File: src/rtl/csr_trap_unit.sv
// rtl/csr_trap_unit.sv - machine-mode CSR file and trap controller
// Ports: clk, rst_n (sync, active-low); csr_op_i/csr_w_*/csr_r_* decoded CSR access;
// csr_pc_i current PC; exc_valid_i/exc_cause_i pipeline exception; retire_i retire pulse;
// irq_msip_i/irq_mtip_i/irq_meip_i level interrupts; csr_reg_write_o, csr_r_data_o,
// csr_illegal_o read side; trap_o, redirect_o, redirect_pc_o control-flow redirect.
module csr_trap_unit #(
  parameter int unsigned     XLEN         = 64,
  parameter logic [XLEN-1:0] MSTATUS_RST  = 64'ha00001800,
  parameter bit              VECTORED_EN  = 1'b1,
  parameter bit              HAS_COUNTERS = 1'b1
) (
  input  logic            clk,
  input  logic            rst_n,
  input  logic [1:0]      csr_op_i,
  input  logic [11:0]     csr_w_addr_i,
  input  logic            csr_wen_i,
  input  logic [XLEN-1:0] csr_w_data_i,
  input  logic [11:0]     csr_r_addr_i,
  input  logic            csr_ren_i,
  input  logic [XLEN-1:0] csr_pc_i,
  input  logic            exc_valid_i,
  input  logic [3:0]      exc_cause_i,
  input  logic            retire_i,
  input  logic            irq_msip_i,
  input  logic            irq_mtip_i,
  input  logic            irq_meip_i,
  output logic            csr_reg_write_o,
  output logic [XLEN-1:0] csr_r_data_o,
  output logic            csr_illegal_o,
  output logic            trap_o,
  output logic            redirect_o,
  output logic [XLEN-1:0] redirect_pc_o
);

  localparam logic [1:0] OP_RW    = 2'd1;
  localparam logic [1:0] OP_ECALL = 2'd2;
  localparam logic [1:0] OP_MRET  = 2'd3;

  localparam logic [11:0] A_MSTATUS  = 12'h300;
  localparam logic [11:0] A_MIE      = 12'h304;
  localparam logic [11:0] A_MTVEC    = 12'h305;
  localparam logic [11:0] A_MSCRATCH = 12'h340;
  localparam logic [11:0] A_MEPC     = 12'h341;
  localparam logic [11:0] A_MCAUSE   = 12'h342;
  localparam logic [11:0] A_MIP      = 12'h344;
  localparam logic [11:0] A_MCYCLE   = 12'hB00;
  localparam logic [11:0] A_MINSTRET = 12'hB02;

  logic [XLEN-1:0] mstatus_q, mie_q, mtvec_q, mscratch_q, mepc_q, mcause_q;
  logic [XLEN-1:0] mcycle_q, minstret_q;
  logic [XLEN-1:0] mip, irq_bits, rd_val, tvec_base;
  logic            exc_take, mret_take, irq_take, wr_take, trap;
  logic [3:0]      irq_cause, trap_cause;

  function automatic logic addr_legal(input logic [11:0] a);
    case (a)
      A_MSTATUS, A_MIE, A_MTVEC, A_MSCRATCH, A_MEPC, A_MCAUSE, A_MIP: return 1'b1;
      A_MCYCLE, A_MINSTRET: return HAS_COUNTERS;
      default: return 1'b0;
    endcase
  endfunction

  always_comb begin
    mip     = '0;
    mip[3]  = irq_msip_i;
    mip[7]  = irq_mtip_i;
    mip[11] = irq_meip_i;
  end

  always_comb begin
    rd_val = '0;
    case (csr_r_addr_i)
      A_MSTATUS:  rd_val = mstatus_q;
      A_MIE:      rd_val = mie_q;
      A_MTVEC:    rd_val = mtvec_q;
      A_MSCRATCH: rd_val = mscratch_q;
      A_MEPC:     rd_val = mepc_q;
      A_MCAUSE:   rd_val = mcause_q;
      A_MIP:      rd_val = mip;
      A_MCYCLE:   rd_val = mcycle_q;
      A_MINSTRET: rd_val = minstret_q;
      default:    rd_val = '0;
    endcase
  end

  // Event arbitration: exception > MRET > interrupt > RW write; losers are dropped whole.
  assign exc_take  = (csr_op_i == OP_ECALL) || exc_valid_i;
  assign mret_take = !exc_take && (csr_op_i == OP_MRET);
  assign irq_bits  = mie_q & mip;
  assign irq_take  = mstatus_q[3] && (|irq_bits) && !exc_take && !mret_take;
  assign wr_take   = (csr_op_i == OP_RW) && csr_wen_i && !exc_take && !mret_take && !irq_take;
  assign trap      = exc_take || irq_take;

  always_comb begin
    irq_cause = 4'd7;
    if (irq_bits[11])     irq_cause = 4'd11;
    else if (irq_bits[3]) irq_cause = 4'd3;
  end

  always_comb begin
    trap_cause = irq_cause;
    if (exc_take) trap_cause = (csr_op_i == OP_ECALL) ? 4'd11 : exc_cause_i;
  end

  assign tvec_base = {mtvec_q[XLEN-1:2], 2'b00};

  always_comb begin
    redirect_pc_o = '0;
    if (mret_take) begin
      redirect_pc_o = mepc_q;
    end else if (trap) begin
      redirect_pc_o = tvec_base;
      // Only interrupts use the vector table; exceptions always land on the base.
      if (irq_take && mtvec_q[1:0] == 2'b01)
        redirect_pc_o = tvec_base + {{(XLEN-6){1'b0}}, trap_cause, 2'b00};
    end
  end

  assign trap_o          = trap;
  assign redirect_o      = trap || mret_take;
  assign csr_reg_write_o = csr_ren_i;
  assign csr_r_data_o    = (csr_ren_i && addr_legal(csr_r_addr_i)) ? rd_val : '0;
  assign csr_illegal_o   = (csr_ren_i && !addr_legal(csr_r_addr_i)) ||
                           (csr_wen_i && (csr_op_i == OP_RW) && !addr_legal(csr_w_addr_i));

  always_ff @(posedge clk) begin
    if (!rst_n) begin
      mstatus_q  <= MSTATUS_RST;
      mie_q      <= '0;
      mtvec_q    <= '0;
      mscratch_q <= '0;
      mepc_q     <= '0;
      mcause_q   <= '0;
      mcycle_q   <= '0;
      minstret_q <= '0;
    end else begin
      // Increments first so a same-cycle CSR write below overrides them.
      if (HAS_COUNTERS) begin
        mcycle_q <= mcycle_q + 1'b1;
        if (retire_i) minstret_q <= minstret_q + 1'b1;
      end
      if (trap) begin
        mepc_q             <= csr_pc_i & ~XLEN'(1);
        mcause_q           <= {irq_take, {(XLEN-5){1'b0}}, trap_cause};
        mstatus_q[7]       <= mstatus_q[3];
        mstatus_q[3]       <= 1'b0;
        mstatus_q[12:11]   <= 2'b11;
      end else if (mret_take) begin
        mstatus_q[3]       <= mstatus_q[7];
        mstatus_q[7]       <= 1'b1;
        mstatus_q[12:11]   <= 2'b11;
      end else if (wr_take) begin
        case (csr_w_addr_i)
          A_MSTATUS:  mstatus_q  <= csr_w_data_i;
          A_MIE:      mie_q      <= csr_w_data_i;
          A_MTVEC:    mtvec_q    <= {csr_w_data_i[XLEN-1:2],
                                     (VECTORED_EN && csr_w_data_i[1:0] == 2'b01) ? 2'b01 : 2'b00};
          A_MSCRATCH: mscratch_q <= csr_w_data_i;
          A_MEPC:     mepc_q     <= csr_w_data_i & ~XLEN'(1);
          A_MCAUSE:   mcause_q   <= csr_w_data_i;
          A_MCYCLE:   if (HAS_COUNTERS) mcycle_q <= csr_w_data_i;
          A_MINSTRET: if (HAS_COUNTERS) minstret_q <= csr_w_data_i;
          default:    ;
        endcase
      end
    end
  end

endmodule
File: config.mk
export PLATFORM = sky130hd
export DESIGN_NAME = csr_trap_unit
export DESIGN_NICKNAME = d
export VERILOG_FILES = /design/src/rtl/csr_trap_unit.sv
export SDC_FILE = /design/constraint.sdc
export NUM_CORES = 1
export LEC_CHECK = 0
export CAP_MARGIN = 20
export CORE_MARGIN = 4
export CORE_UTILIZATION = 35
export DETAILED_ROUTE_END_ITERATION = 10
export SETUP_SLACK_MARGIN = 0.02
export SLEW_MARGIN = 5
export SYNTH_ARGS = -nofsm -noshare
export SYNTH_HDL_FRONTEND = slang
export SYNTH_SLANG_ARGS = --single-unit
File: constraint.sdc
create_clock -name clk -period 3.85 [get_ports clk]
set_input_delay 0.385 -clock clk [delete_from_list [all_inputs] [get_ports clk]]
set_output_delay 0.385 -clock clk [all_outputs]
set_load 0.02 [all_outputs]
==> results.json <==
{
  "drc": 0,
  "wire_per_inst_um": 22.52,
  "finalNetCount": 3878,
  "antenna_found_initial": 1,
  "numPortBuffers": 296,
  "totalWireLength_mm": 106.2,
  "cp_data_arrival_time_ns": 3.28,
  "gr-total-overflow": 0,
  "syn_area_mm2": 0.02619,
  "coreArea_mm2": 0.07432,
  "setup_viol_count_final": 0,
  "netlist_instances": 3516,
  "clock_latency_ns": 0.63,
  "min_from": "csr_pc_i[59]",
  "slew_headroom_pct": 35.18,
  "grt_pass1_vias": 25340,
  "tns_ns": 0,
  "area_delta_synth_final_pct": 24.18,
  "slew_viol_final": 0,
  "status": "complete, no violations",
  "critPathRequiredTime_ns": 3.46,
  "clk_pin_slew_ns": 0.06,
  "io_pins": 299,
  "utilization_pct": 43.75,
  "ys_warn_count": 0,
  "cts_tree": "yes",
  "end_kind": "output port",
  "max_cap_violations": 0,
  "clock-root-buffer": "clkbuf_16",
  "top_usage_layer": "met2",
  "start_util_pct": 35.23,
  "place_hpwl_mm": 72.73,
  "fp.dieW_um": 281.5,
  "leakage_nw": 10.40,
  "row_count": 100,
  "synth_seq_area_share_pct": 38.99,
  "grt_use_met2_pct": 41.90,
  "ys_types": 63,
  "fmax_mhz": 272.5,
  "hold_viol": 0,
  "die-area_mm2": 0.07925,
  "avgSynthCellArea_um2": 7.447,
  "netlist.area_leader.share_pct": 38.99,
  "fillers": 7551,
  "power_density_mw_per_mm2": 357.3,
  "ir_drop_v": 0.0003083,
  "synth_top_area_cell": "dfxtp_1",
  "die_y_um": 281.5,
  "finalCritPeriodShare_pct": 95.32,
  "grt.met1_usage_pct": 34.81,
  "min_to": "mepc_q[59]",
  "syn-num-nets": 3691,
  "clockBufferDepth": 3,
  "holdWs_ns": 0.3937,
  "routed_via_density": 5.752,
  "grt_pass1_wl_mm": 159.8,
  "drive_gt1_share_pct": 10.23,
  "grt_max_degree": 129,
  "place_congestion": 0.8781,
  "power_mw": 11.62,
  "ant_nets": 0,
  "cts_made_buffers": 57,
  "gr-usage-met3_pct": 4.215,
  "rrSetupSlack_ns": 0.99,
  "cts_max_level": 2,
  "cp_max_fo": 55,
  "min_period_ns": 3.670,
  "most-common-layout-cells": "nand2_1 (844), dfxtp_1 (507), a21oi_1 (340)",
  "rsz0062_at_grt": "true",
  "synthFlopType": "dfxtp_1",
  "r2r_start": "mcycle_q[18]",
  "synth_edf_count": 0,
  "worstSetupStartpointType": "input pin",
  "synth.ff_latch_count": 510,
  "r2r_end": "mcycle_q[50]",
  "drtIter0Drc": 3096,
  "first_pass_iters": 8,
  "cts_sinks": 510,
  "worst_pin_slew_ns": 0.9722,
  "worstHoldPathCells": 3,
  "final_common_cell": "nand2_1",
  "async_flop_share_pct": 0,
  "grtUsageTotal_pct": 25.78,
  "cts_hold_buf": 0,
  "num_vias": 27120,
  "fin_skew_ns": 0.02379,
  "yosys-top-cells-area": "dfxtp_1 (39%), nand2_1 (12%), a21oi_1 (6.5%)",
  "rr_worst_depth": 7,
  "crit_type": "input pin to output port",
  "hp-class": "input pin to flip-flop"
}
-- metrics by stage --
step	std cells	setup WS (ns)	instance area, um^2
after floorplan	3516	0.5070	26190
after global placement	4607	-0.2667	30550
after detailed placement	4607	-0.2698	30550
after CTS	4712	-0.08542	32410
after global routing	4715	0.009526	32520
final	4715	0.1803	32520
-- how the worst max path moves through the flow --
| stage | start | to | slack (ns) | cells after the start |
|---|---|---|---|---|
| final | csr_r_addr_i[3] | csr_r_data_o[11] | 0.18 | 9 |
| after global routing | csr_op_i[0] | redirect_pc_o[22] | 0.01 | 15 |
| after detailed placement | csr_op_i[0] | redirect_pc_o[58] | -0.27 | 14 |
| after floorplan | exc_valid_i | redirect_pc_o[38] | 0.51 | 12 |
| after global placement | csr_op_i[0] | redirect_pc_o[58] | -0.27 | 14 |
| after CTS | csr_op_i[0] | redirect_pc_o[6] | -0.09 | 14 |
-- logic make-up (layout without fill, tap and decap cells) --
logic type	after synthesis	in the layout	synth area share, %
flops	510	510	38.99
xor+xnor	177	177	5.920
other cells	1	2	0.01432
buf+inv	347	576	5.423
simple gates	1389	1389	23.63
mux	28	28	1.104
fa+ha+maj	8	8	0.4109
compound gates	1056	1056	24.50
-- where the power goes --
group	switching (mW)	total [mW]	internal (mW)
Clock	2.31	5.42	3.12
Sequential	0.0600	5.40	5.34
Combinational	0.478	0.792	0.314
-- registers in the layout, indices dropped and copies added, names as in the netlist --
signal and flops:
minstret_q 64, mie_q 64, mscratch_q 64, mstatus_q 64, mcause_q 64, mtvec_q 63
mepc_q 63, mcycle_q 64
-- cell type report --
class,count,area [um^2],area share (%)
Clock inverter,16,161.4,0.4964
Timing Repair Buffer,449,4292,13.20
Multi-Input combinational cell,2659,14860,45.70
Clock buffer,85,1672,5.141
Antenna cell,1,2.502,0.007696
Sequential cell,510,10210,31.41
Tap cell,969,1212,3.729
Inverter,26,102.6,0.3155
-- worst max-delay path, stage by stage --
cell             delay (ns)
clkdlybuf4s50_1        0.54
nor2_1                 0.27
nand4_1                0.21
or3_1                  0.41
o211ai_1               0.16
nand2_2                0.11
buf_12                 0.21
a31oi_1                0.30
clkdlybuf4s50_1        0.67
-- repair_timing --
action,in CTS,in global routing
setup endpoints to repair,52,69
pin swaps,3,2
buffers inserted,4,2
resized for setup,94,98
-- cell usage after synthesis (16+ instances only) --
| cell | instances |
|---|---|
| nand2_1 | 850 |
| dfxtp_1 | 510 |
| a21oi_1 | 340 |
| o21ai_0 | 275 |
| clkbuf_1 | 245 |
| nand3_1 | 152 |
| a31oi_1 | 129 |
| a22oi_1 | 122 |
| nor2_1 | 113 |
| xnor2_1 | 110 |
| nand4_1 | 80 |
| xor2_1 | 67 |
| a222oi_1 | 57 |
| a22o_1 | 53 |
| nor3_1 | 53 |
| a211oi_1 | 42 |
| buf_2 | 42 |
| nor4_1 | 34 |
| inv_1 | 24 |
| and3_1 | 23 |
| mux2i_1 | 21 |
| buf_4 | 17 |
| buf_1 | 16 |
-- per-layer routing --
| metal | wire (um) | share of wire (%) |
|---|---|---|
| met1 | 46040 | 43 |
| met2 | 48680 | 46 |
| met3 | 7967 | 7.5 |
| met4 | 3481 | 3.3 |
| met5 | 0 | 0 |
No activity file was read; power rests on OpenSTA's default activity.
